--- src/rtl/edge_store_arb_pkg.sv ---
// Shared constants, access-type encoding and range helper for the edge-weight store.
package edge_store_arb_pkg;

    localparam int          DEFAULT_MAX_NODES    = 6;
    localparam int          DEFAULT_INDEX_WIDTH  = 3;
    localparam int          DEFAULT_VALUE_WIDTH  = 32;
    localparam int          DEFAULT_NUM_RD_PORTS = 2;
    localparam logic [31:0] EDGE_INF_VALUE       = 32'h7F80_0000;

    typedef enum logic [1:0] {
        ACC_IDLE,
        ACC_SWEEP,
        ACC_WRITE,
        ACC_READ
    } ram_access_t;

    function automatic logic node_pair_in_range(int from_idx, int to_idx, int max_nodes);
        return (from_idx < max_nodes) && (to_idx < max_nodes);
    endfunction

endpackage

--- src/rtl/edge_store_arb_rr.sv ---
// Round-robin arbiter: combinational one-hot grant starting at the pointer,
// pointer moves to the channel after the winner.
module rr_arbiter #(
    parameter int N = 2
) (
    input  logic         clock,
    input  logic         reset_n,
    input  logic [N-1:0] req,
    input  logic         enable,
    output logic [N-1:0] grant
);
    localparam int PW = (N > 1) ? $clog2(N) : 1;

    logic [PW-1:0] ptr;
    logic          taken;

    always_comb begin
        grant = '0;
        taken = 1'b0;
        for (int k = 0; k < N; k++) begin
            for (int i = 0; i < N; i++) begin
                if (enable && !taken && req[i] && (i == (int'(ptr) + k) % N)) begin
                    grant[i] = 1'b1;
                    taken    = 1'b1;
                end
            end
        end
    end

    always_ff @(posedge clock or negedge reset_n) begin
        if (!reset_n) begin
            ptr <= '0;
        end else begin
            for (int i = 0; i < N; i++) begin
                if (grant[i]) ptr <= PW'((i + 1) % N);
            end
        end
    end

endmodule

--- src/rtl/edge_store_arb.sv ---
// Edge-weight store: one loader write port and NUM_RD_PORTS read channels share a single-port RAM.
// Define EDGE_STORE_CLEAR_EN to build the INF clear sweep; otherwise clear_start is ignored and busy=0.
module edge_store_arb
    import edge_store_arb_pkg::*;
#(
    parameter int MAX_NODES    = DEFAULT_MAX_NODES,
    parameter int INDEX_WIDTH  = DEFAULT_INDEX_WIDTH,
    parameter int VALUE_WIDTH  = DEFAULT_VALUE_WIDTH,
    parameter int NUM_RD_PORTS = DEFAULT_NUM_RD_PORTS,
    parameter int READ_LATENCY = 1
) (
    input  logic                                clock,
    input  logic                                reset_n,
    input  logic                                wr_valid,
    output logic                                wr_ready,
    input  logic [INDEX_WIDTH-1:0]              wr_from,
    input  logic [INDEX_WIDTH-1:0]              wr_to,
    input  logic [VALUE_WIDTH-1:0]              wr_data,
    input  logic [NUM_RD_PORTS-1:0]             rd_req,
    input  logic [NUM_RD_PORTS*INDEX_WIDTH-1:0] rd_from,
    input  logic [NUM_RD_PORTS*INDEX_WIDTH-1:0] rd_to,
    output logic [NUM_RD_PORTS-1:0]             rd_grant,
    output logic [NUM_RD_PORTS-1:0]             rd_valid,
    output logic [NUM_RD_PORTS*VALUE_WIDTH-1:0] rd_data,
    input  logic                                clear_start,
    output logic                                busy
);
    localparam int AW    = 2 * INDEX_WIDTH;
    localparam int DEPTH = 1 << AW;
    localparam logic [VALUE_WIDTH-1:0] INF_VAL = VALUE_WIDTH'(EDGE_INF_VALUE);

    logic [VALUE_WIDTH-1:0]  mem [DEPTH];
    logic                    ready_q;
    logic                    wr_fire;
    logic                    sweep_we;
    logic [AW-1:0]           sweep_addr;
    ram_access_t             access;
    logic [INDEX_WIDTH-1:0]  sel_from;
    logic [INDEX_WIDTH-1:0]  sel_to;
    logic [VALUE_WIDTH-1:0]  rd_value;
    logic [NUM_RD_PORTS-1:0] out_grant;
    logic [VALUE_WIDTH-1:0]  out_value;

`ifdef EDGE_STORE_CLEAR_EN
    always_ff @(posedge clock or negedge reset_n) begin
        if (!reset_n) begin
            busy       <= 1'b0;
            sweep_addr <= '0;
        end else if (busy) begin
            sweep_addr <= sweep_addr + AW'(1);
            if (sweep_addr == AW'(DEPTH - 1)) busy <= 1'b0;
        end else if (clear_start) begin
            busy       <= 1'b1;
            sweep_addr <= '0;
        end
    end
    assign sweep_we = busy;
`else
    logic unused_clear_start;
    assign unused_clear_start = clear_start;
    assign busy       = 1'b0;
    assign sweep_addr = '0;
    assign sweep_we   = 1'b0;
`endif

    // ready_q keeps the write port and arbiter closed until the first edge after reset release
    always_ff @(posedge clock or negedge reset_n) begin
        if (!reset_n) ready_q <= 1'b0;
        else          ready_q <= 1'b1;
    end

    assign wr_ready = ready_q & ~busy;
    assign wr_fire  = wr_valid & wr_ready;

    always_comb begin
        access = ACC_IDLE;
        if (sweep_we)                 access = ACC_SWEEP;
        else if (wr_fire)             access = ACC_WRITE;
        else if (ready_q && |rd_req)  access = ACC_READ;
    end

    rr_arbiter #(.N(NUM_RD_PORTS)) u_arb (
        .clock   (clock),
        .reset_n (reset_n),
        .req     (rd_req),
        .enable  (access == ACC_READ),
        .grant   (rd_grant)
    );

    always_comb begin
        sel_from = '0;
        sel_to   = '0;
        for (int i = 0; i < NUM_RD_PORTS; i++) begin
            if (rd_grant[i]) begin
                sel_from = rd_from[i*INDEX_WIDTH +: INDEX_WIDTH];
                sel_to   = rd_to[i*INDEX_WIDTH +: INDEX_WIDTH];
            end
        end
    end

    assign rd_value = node_pair_in_range(int'(sel_from), int'(sel_to), MAX_NODES)
                    ? mem[{sel_to, sel_from}] : INF_VAL;

    // Out-of-range writes still occupy the port this cycle but leave the RAM untouched
    always_ff @(posedge clock) begin
        if (access == ACC_SWEEP) begin
            mem[sweep_addr] <= INF_VAL;
        end else if (access == ACC_WRITE &&
                     node_pair_in_range(int'(wr_from), int'(wr_to), MAX_NODES)) begin
            mem[{wr_to, wr_from}] <= wr_data;
        end
    end

    generate
        if (READ_LATENCY == 2) begin : g_lat2
            logic [NUM_RD_PORTS-1:0] pipe_grant;
            logic [VALUE_WIDTH-1:0]  pipe_value;
            always_ff @(posedge clock or negedge reset_n) begin
                if (!reset_n) begin
                    pipe_grant <= '0;
                    pipe_value <= '0;
                end else begin
                    pipe_grant <= rd_grant;
                    pipe_value <= rd_value;
                end
            end
            assign out_grant = pipe_grant;
            assign out_value = pipe_value;
        end else begin : g_lat1
            assign out_grant = rd_grant;
            assign out_value = rd_value;
        end
    endgenerate

    always_ff @(posedge clock or negedge reset_n) begin
        if (!reset_n) begin
            rd_valid <= '0;
            rd_data  <= '0;
        end else begin
            rd_valid <= out_grant;
            for (int i = 0; i < NUM_RD_PORTS; i++) begin
                if (out_grant[i]) rd_data[i*VALUE_WIDTH +: VALUE_WIDTH] <= out_value;
            end
        end
    end

endmodule

--- config.mk ---
export PLATFORM = sky130hd
export DESIGN_NAME = edge_store_arb
export DESIGN_NICKNAME = d
export VERILOG_FILES = /design/src/rtl/edge_store_arb_pkg.sv /design/src/rtl/edge_store_arb_rr.sv /design/src/rtl/edge_store_arb.sv
export SDC_FILE = /design/constraint.sdc
export NUM_CORES = 2
export LEC_CHECK = 0
export CAP_MARGIN = 20
export CORE_ASPECT_RATIO = 1.25
export CORE_MARGIN = 4
export CORE_UTILIZATION = 45
export CTS_BUF_LIST = sky130_fd_sc_hd__clkbuf_4 sky130_fd_sc_hd__clkbuf_8 sky130_fd_sc_hd__clkbuf_16
export CTS_CLUSTER_DIAMETER = 120
export DETAILED_ROUTE_END_ITERATION = 8
export SLEW_MARGIN = 30
export SYNTH_ARGS = -nofsm -noshare
export SYNTH_HDL_FRONTEND = slang
export SYNTH_SLANG_ARGS = --single-unit
--- constraint.sdc ---
create_clock -name clock -period 3.1 [get_ports clock]
set_input_delay 0.465 -clock clock [delete_from_list [all_inputs] [get_ports clock]]
set_output_delay 0.465 -clock clock [all_outputs]
set_load 0.02 [all_outputs]
=== After elaboration in Yosys (flattened, before gate mapping) ===
Memories as Yosys holds them, arrays and structs flattened.
Index checks and enable logic that the tools add are counted.

* Add/sub/neg operators: 1
* Magnitude comparators: 4
* Equality and inequality tests: 4
* Mux-type cells: 23
* Bitwise operators: 2
* Reduce and logical (&&, ||, !) cells: 23

{| class="wikitable"
|+ Operator list
! kind !! number
|-
| zero test 32 bit || 2
|-
| 2-to-1 mux 32 bit || 2
|-
| OR reduction 32 bit || 1
|-
| logical AND 1 bit || 15
|-
| 2-to-1 mux 1 bit || 14
|-
| < comparator 3 bit (second input constant) || 4
|-
| 2-to-1 mux 3 bit || 4
|-
| 2-to-1 mux 6 bit || 1
|-
| equality test 2 bit (second input constant) || 2
|-
| 2-to-1 mux 2 bit || 2
|-
| zero test 1 bit || 3
|-
| equality test 2 x 1 -> 1 bit (second input constant) || 1
|-
| equality test 2 bit (first input constant) || 1
|-
| nonzero test 2 bit || 1
|-
| OR reduction 2 bit || 1
|-
| adder 1 bit (second input constant) || 1
|-
| bitwise AND 1 bit || 1
|-
| bitwise AND 1 bit (first input constant) || 1
|}

* Bits in registers: 68
* RAM bits: 2048
* Bits of input ports: 56
* Output and inout port bits: 70
* Word-level logic and storage cells: 63
* Memories kept: 1

{| class="wikitable"
|+ Memories
! memory !! words !! bits a word !! rd ports !! clocked after Yosys merged registers in !! write ports !! RTL line !! source
|-
| mem || 64 || 32 || 1 || 0 || 1 || edge_store_arb.sv:32 || <nowiki>logic [VALUE_WIDTH-1:0] mem [DEPTH];</nowiki>
|}

=== Longest topological paths before layout ===
* Depth after elaboration: 27
* Gate-level depth with buffers: 14
* Depth with buffers taken out: 10

=== Modules after synthesis ===
From an unflattened synthesis, not the netlist that was laid out.

* Cell total of the unflattened synthesis: 3969
* Area total of the unflattened synthesis: 63980.1 um^2

{| class="wikitable"
|+ By module, submodules not included
! module !! times used !! cells each !! area an instance (um^2) !! sequential area each (um^2)
|-
| edge_store_arb || 1 || 3961 || 63918.8 || 47800.8
|-
| rr_arbiter || 1 || 8 || 61.3 || 25.0
|}

=== Worst setup path before layout ===
OpenSTA, ideal clock, no wires.

* Path kind: input-to-reg
* From: input wr_from[2]
* To: memory mem[9][0] (netlist name) (enable)
* Library setup time: 421 ps
* Arrival time: 2874 ps
* Data required time: 2679 ps
* Slack: -195 ps
* Stages on the path: 4
* Buffers on the path: 1
* Cell sequence: a221oi_1 clkbuf_1 nand3_1 nor2_1

* Word-level cells in the longest chain between the ends: 8
* Elaborated cells on any way between the ends: 9
* Classes of those cells: order compare: 1; mux: 5; reduce/logical: 3

{| class="wikitable"
|+ RTL lines
! what !! RTL line !! source
|-
| start: declaration || edge_store_arb.sv:16 || <nowiki>input logic [INDEX_WIDTH-1:0] wr_from,</nowiki>
|-
| < comparator 3 bit || edge_store_arb_pkg.sv:18 || <nowiki>return (from_idx < max_nodes) && (to_idx < max_nodes);</nowiki>
|-
| logical AND 1 bit || edge_store_arb_pkg.sv:18 ||
|-
| logical AND 1 bit || edge_store_arb.sv:108 || <nowiki>end else if (access == ACC_WRITE &&</nowiki>
|-
| 2-to-1 mux 1 bit || edge_store_arb.sv:108 ||
|-
| 2-to-1 mux 1 bit || edge_store_arb.sv:106 || <nowiki>if (access == ACC_SWEEP) begin</nowiki>
|-
| 2-to-1 mux 1 bit (not written as such) || edge_store_arb.sv:110 || <nowiki>mem[{wr_to, wr_from}] <= wr_data;</nowiki>
|-
| OR reduction 32 bit (no line) || n/a ||
|-
| 2-to-1 mux 6 bit (no line) or 2-to-1 mux 1 bit (tied branches) || n/a ||
|-
| end: declaration || edge_store_arb.sv:32 ||
|}

Parallel ways exist; a longest one is shown, timed or not.

=== Final worst setup path ===
* From: register ready_q (netlist: wr_ready)
* To: register rd_data[52]

* Word-level cells in the longest chain between the ends: 26
* Elaborated cells on any way between the ends: 34
* Classes of those cells: order compare: 2; eq/ne: 1; mux: 13; bitwise: 1; reduce/logical: 16; memory: 1

{| class="wikitable"
|+ RTL lines
! what !! RTL line !! source
|-
| start: declaration || edge_store_arb.sv:33 || <nowiki>logic ready_q;</nowiki>
|-
| start signal: assignment || edge_store_arb.sv:68 || <nowiki>if (!reset_n) ready_q <= 1'b0;</nowiki>
|-
| start signal: assignment || edge_store_arb.sv:69 || <nowiki>else ready_q <= 1'b1;</nowiki>
|-
| logical AND 1 bit || edge_store_arb.sv:79 || <nowiki>else if (ready_q && |rd_req) access = ACC_READ;</nowiki>
|-
| 2-to-1 mux 2 bit || edge_store_arb.sv:79 ||
|-
| 2-to-1 mux 2 bit (*) || edge_store_arb.sv:78 || <nowiki>else if (wr_fire) access = ACC_WRITE;</nowiki>
|-
| equality test 2 bit (*) || edge_store_arb.sv:86 || <nowiki>.enable (access == ACC_READ),</nowiki>
|-
| parallel branches: the longest is 22 deep, another holds logical AND 1 bit || n/a ||
|-
| end signal: indexed assignment || edge_store_arb.sv:142 || <nowiki>if (out_grant[i]) rd_data[i*VALUE_WIDTH +: VALUE_WIDTH] <= out_value;</nowiki>
|-
| end: declaration || edge_store_arb.sv:24 || <nowiki>output logic [NUM_RD_PORTS*VALUE_WIDTH-1:0] rd_data,</nowiki>
|}

Every way passes the cells marked *.
A chain may end at the register's enable or synchronous reset.

==> summary.txt <==
Run status
  – Status: finished with violations
  – Violated checks: setup timing

Power and ir drop
  – Power per cell area: ~590 nW/um^2
  – Peak supply drop: ~0.53 mV
  – LEAKAGE: ~0.03 uW

Drt
  – Met1 wire length: ~73 mm
  – ANT nets after route: 0
  – Via density: a little under 6
  – Met2 WL: a little under 100 mm
  – Final WL: between 150 and 200 mm
  – DR iter-0 viols: 4573
  – Via Count: 40180
  – Top Layer Used: met4
  – DR WL/cell: approximately 29 um
  – 1st-pass router iterations: 9
  – Residual DRC: 0
  – Wire length on met3: between 15 and 20 mm

Global routing
  – Vias in the first global route: 39230
  – Grt ovf: 0
  – Total track usage: 0.2722
  – Global-route wire length before repair: ~270 mm
  – Initial antenna violation count: 5
  – Largest net degree at the start of global routing: 47

Clocking
  – CTS max path bufs: 3
  – CTS clk-pin slew, worst paths: about 70 ps
  – CTS Sinks: approximately 1500
  – CTS H-tree lvls: 4
  – Root Driver: clkbuf_16
  – TritonCTS clock tree: yes
  – Num CTS Buffers: 150
  – Clock latency on the worst-skew pair: ~790 ps

STA
  – Crit path time final: 3127 ps
  – Slew margin rel.: 0.5579
  – Max-slew violations: 0
  – Final Hold Vio Count: 0
  – F_max: 319.8 MHz
  – Tightest Pin Transition: about 660 ps
  – Clock Skew: approximately 22 ps
  – Final Cycle Share: 1.009
  – Unrepaired setup endpoints after global routing: true
  – Final Worst Setup Slack: -26.71 ps
  – Final Setup Violations: 2

Cells and area
  – Layout cells sized above 1: 0.2158
  – Layout area overhead: 28.11%
  – # nets final: about 5000
  – Final core utilization: 0.5824

Setup path
  – Setup CP Type: reg2reg
  – Element type at the critical path end: flip-flop
  – Top fanout value on the critical path: 8
  – CP Launch Type: flip-flop
  – Worst EP arrival: 3840 ps
  – Critical Path RT: 3820 ps
  – Reg2reg setup slack: -30 ps

Floorplanning
  – DIE WIDTH: about 340 um
  – Row Count: 150
  – Die Area: about 140000 um^2
  – Starting Density: 0.4546
  – Die height: roughly 420 um
  – Core Footprint: approximately 130000 um^2
  – Top Ports: roughly 130

Logic synthesis
  – Syn Inst Count: 4108
  – Syn Std Cell Area: ~61000 um^2
  – Register area share after synthesis: 0.7525
  – EDFF count, synth: about 1500
  – YS warnings: 0
  – Ys async rst share: 0.04416
  – Cell taking the most area after synthesis: edfxtp_1
  – Commonest cells in the synthesized netlist: 1472 x edfxtp_1, 856 x nand2_1, 218 x and3_1
  – Yosys cell types: 65
  – Most used flip-flop cell after synthesis: edfxtp_1
  – Synth top area share: 0.7246
  – Yosys reg bits: ~1500
  – Count leader, synth: edfxtp_1
  – Syn_area_per_cell: about 15 um^2
  – Largest cells by area after synthesis: edfxtp_1 72%, nand2_1 5.3%, mux2i_1 3.0%

Placement
  – Port bufs: between 100 and 150
  – Placement Setup Slack: -991.4 ps
  – Final Wtd Congestion: roughly 0.88
  – HPWL after DPL: roughly 120 mm

Job
  – Max cap viols: 0

Hold path
  – Tightest Hold Check Type: in2async
-- repair_timing --
| item | 4_1_cts | 5_1_grt |
|---|---|---|
| cloned | 8 | 15 |
| resized for setup | 78 | 201 |
| endpoints found under the setup margin | 61 | 60 |
| hold buffers | 1 | 0 |
| buffers inserted | 38 | 44 |
| hold endpoints to repair | 68 | 0 |
| pin swaps | 28 | 106 |
-- worst max-delay path: stages (launching register included) --
cell      delay [ps]
dfrtp_1          370
and3b_2          290
nand2_4          110
inv_4             40
buf_6            120
a21oi_4          170
buf_12           170
buf_6            120
buf_8            100
nand2_2           40
a31o_1           220
a222oi_1         420
o22ai_2          170
nor3_4           390
buf_6            150
mux2_4           130
-- cells by family (layout without fill, tap and decap cells) --
| group | after synthesis | in the layout | share of synthesized area |
|---|---|---|---|
| compound gates | 670 | 670 | 0.08255 |
| buf+inv | 291 | 1030 | 0.02268 |
| flops | 1540 | 1540 | 0.7525 |
| mux | 242 | 242 | 0.04094 |
| other cells | 2 | 324 | 0.0001231 |
| simple gates | 1363 | 1363 | 0.1013 |
-- layout by cell type, fill, tap and decap left out, types with 39 or more instances in the layout --
master              n
edfxtp_1         1472
nand2_1           849
buf_4             368
conb_1            322
and3_1            198
buf_12            185
mux2i_1           182
clkbuf_16         171
nand3_1           149
a211oi_1          122
clkdlybuf4s50_1   120
a31oi_1           109
dfrtp_1            68
a31o_1             45
a222oi_1           45
o2111ai_1          44
a32o_1             44
mux2_2             43
a21oi_1            41
clkbuf_4           39
-- power by group --
group | internal, uW | switching, uW | leakage [uW] | total, uW
registers | 23200 | 302 | 0.0172 | 23500
clock network | 10800 | 7780 | 0.00250 | 18600
logic | 1890 | 2510 | 0.0101 | 4400
total | 35900 | 10600 | 0.0298 | 46500
-- flip-flops by register name, summed over array words and instances (netlist names) --
signal     count
rd_valid       2
u_arb.ptr      1
rd_data       64
mem         1472
wr_ready       1
-- worst paths after layout --
path / from / to / cells past startpoint
worst min register to register: rd_data[34] / rd_data[34] / 1
worst max-delay path: wr_ready / rd_data[52] / 15
max in group asynchronous: reset_n / rd_data[52] / 3
worst max register to register: wr_ready / rd_data[52] / 15
min in group clock: rd_data[34] / rd_data[34] / 1
worst min-delay path: reset_n / rd_data[63] / 2
-- metal layers --
| layer | GRT usage | vias to the layer above |
|---|---|---|
| met5 | 0 | - |
| met4 | 0.1181 | 0 |
| met3 | 0.04571 | 425 |
| met2 | 0.4621 | 1909 |
| met1 | 0.3457 | 20410 |
| li1 | - | 17440 |
-- final cells by class --
type	count	area (um^2)
timing repair buffer	751	9049
sequential	1540	45900
multi-input combinational	2597	15980
clock inverter	72	695.7
antenna	2	5.005
fill	10260	56040
inverter	3	13.76
clock buffer	204	4320
tap	1748	2187
-- per-stage QoR --
step	hold WS (ps)	instance area, um^2	total power (uW)	setup TNS, ps	instances
2_1_floorplan	169.4	62210	25600	-166610	4428
3_3_place_gp	357.8	70840	27810	-47500	6542
3_5_place_dp	356.7	70860	27840	-46930	6543
4_1_cts	40.38	76750	46400	-389.2	6865
5_1_grt	109.3	78150	47750	-2265	6915
6_report	88.75	78160	46450	-34.77	6917
Power figures use the tool's default switching activity.
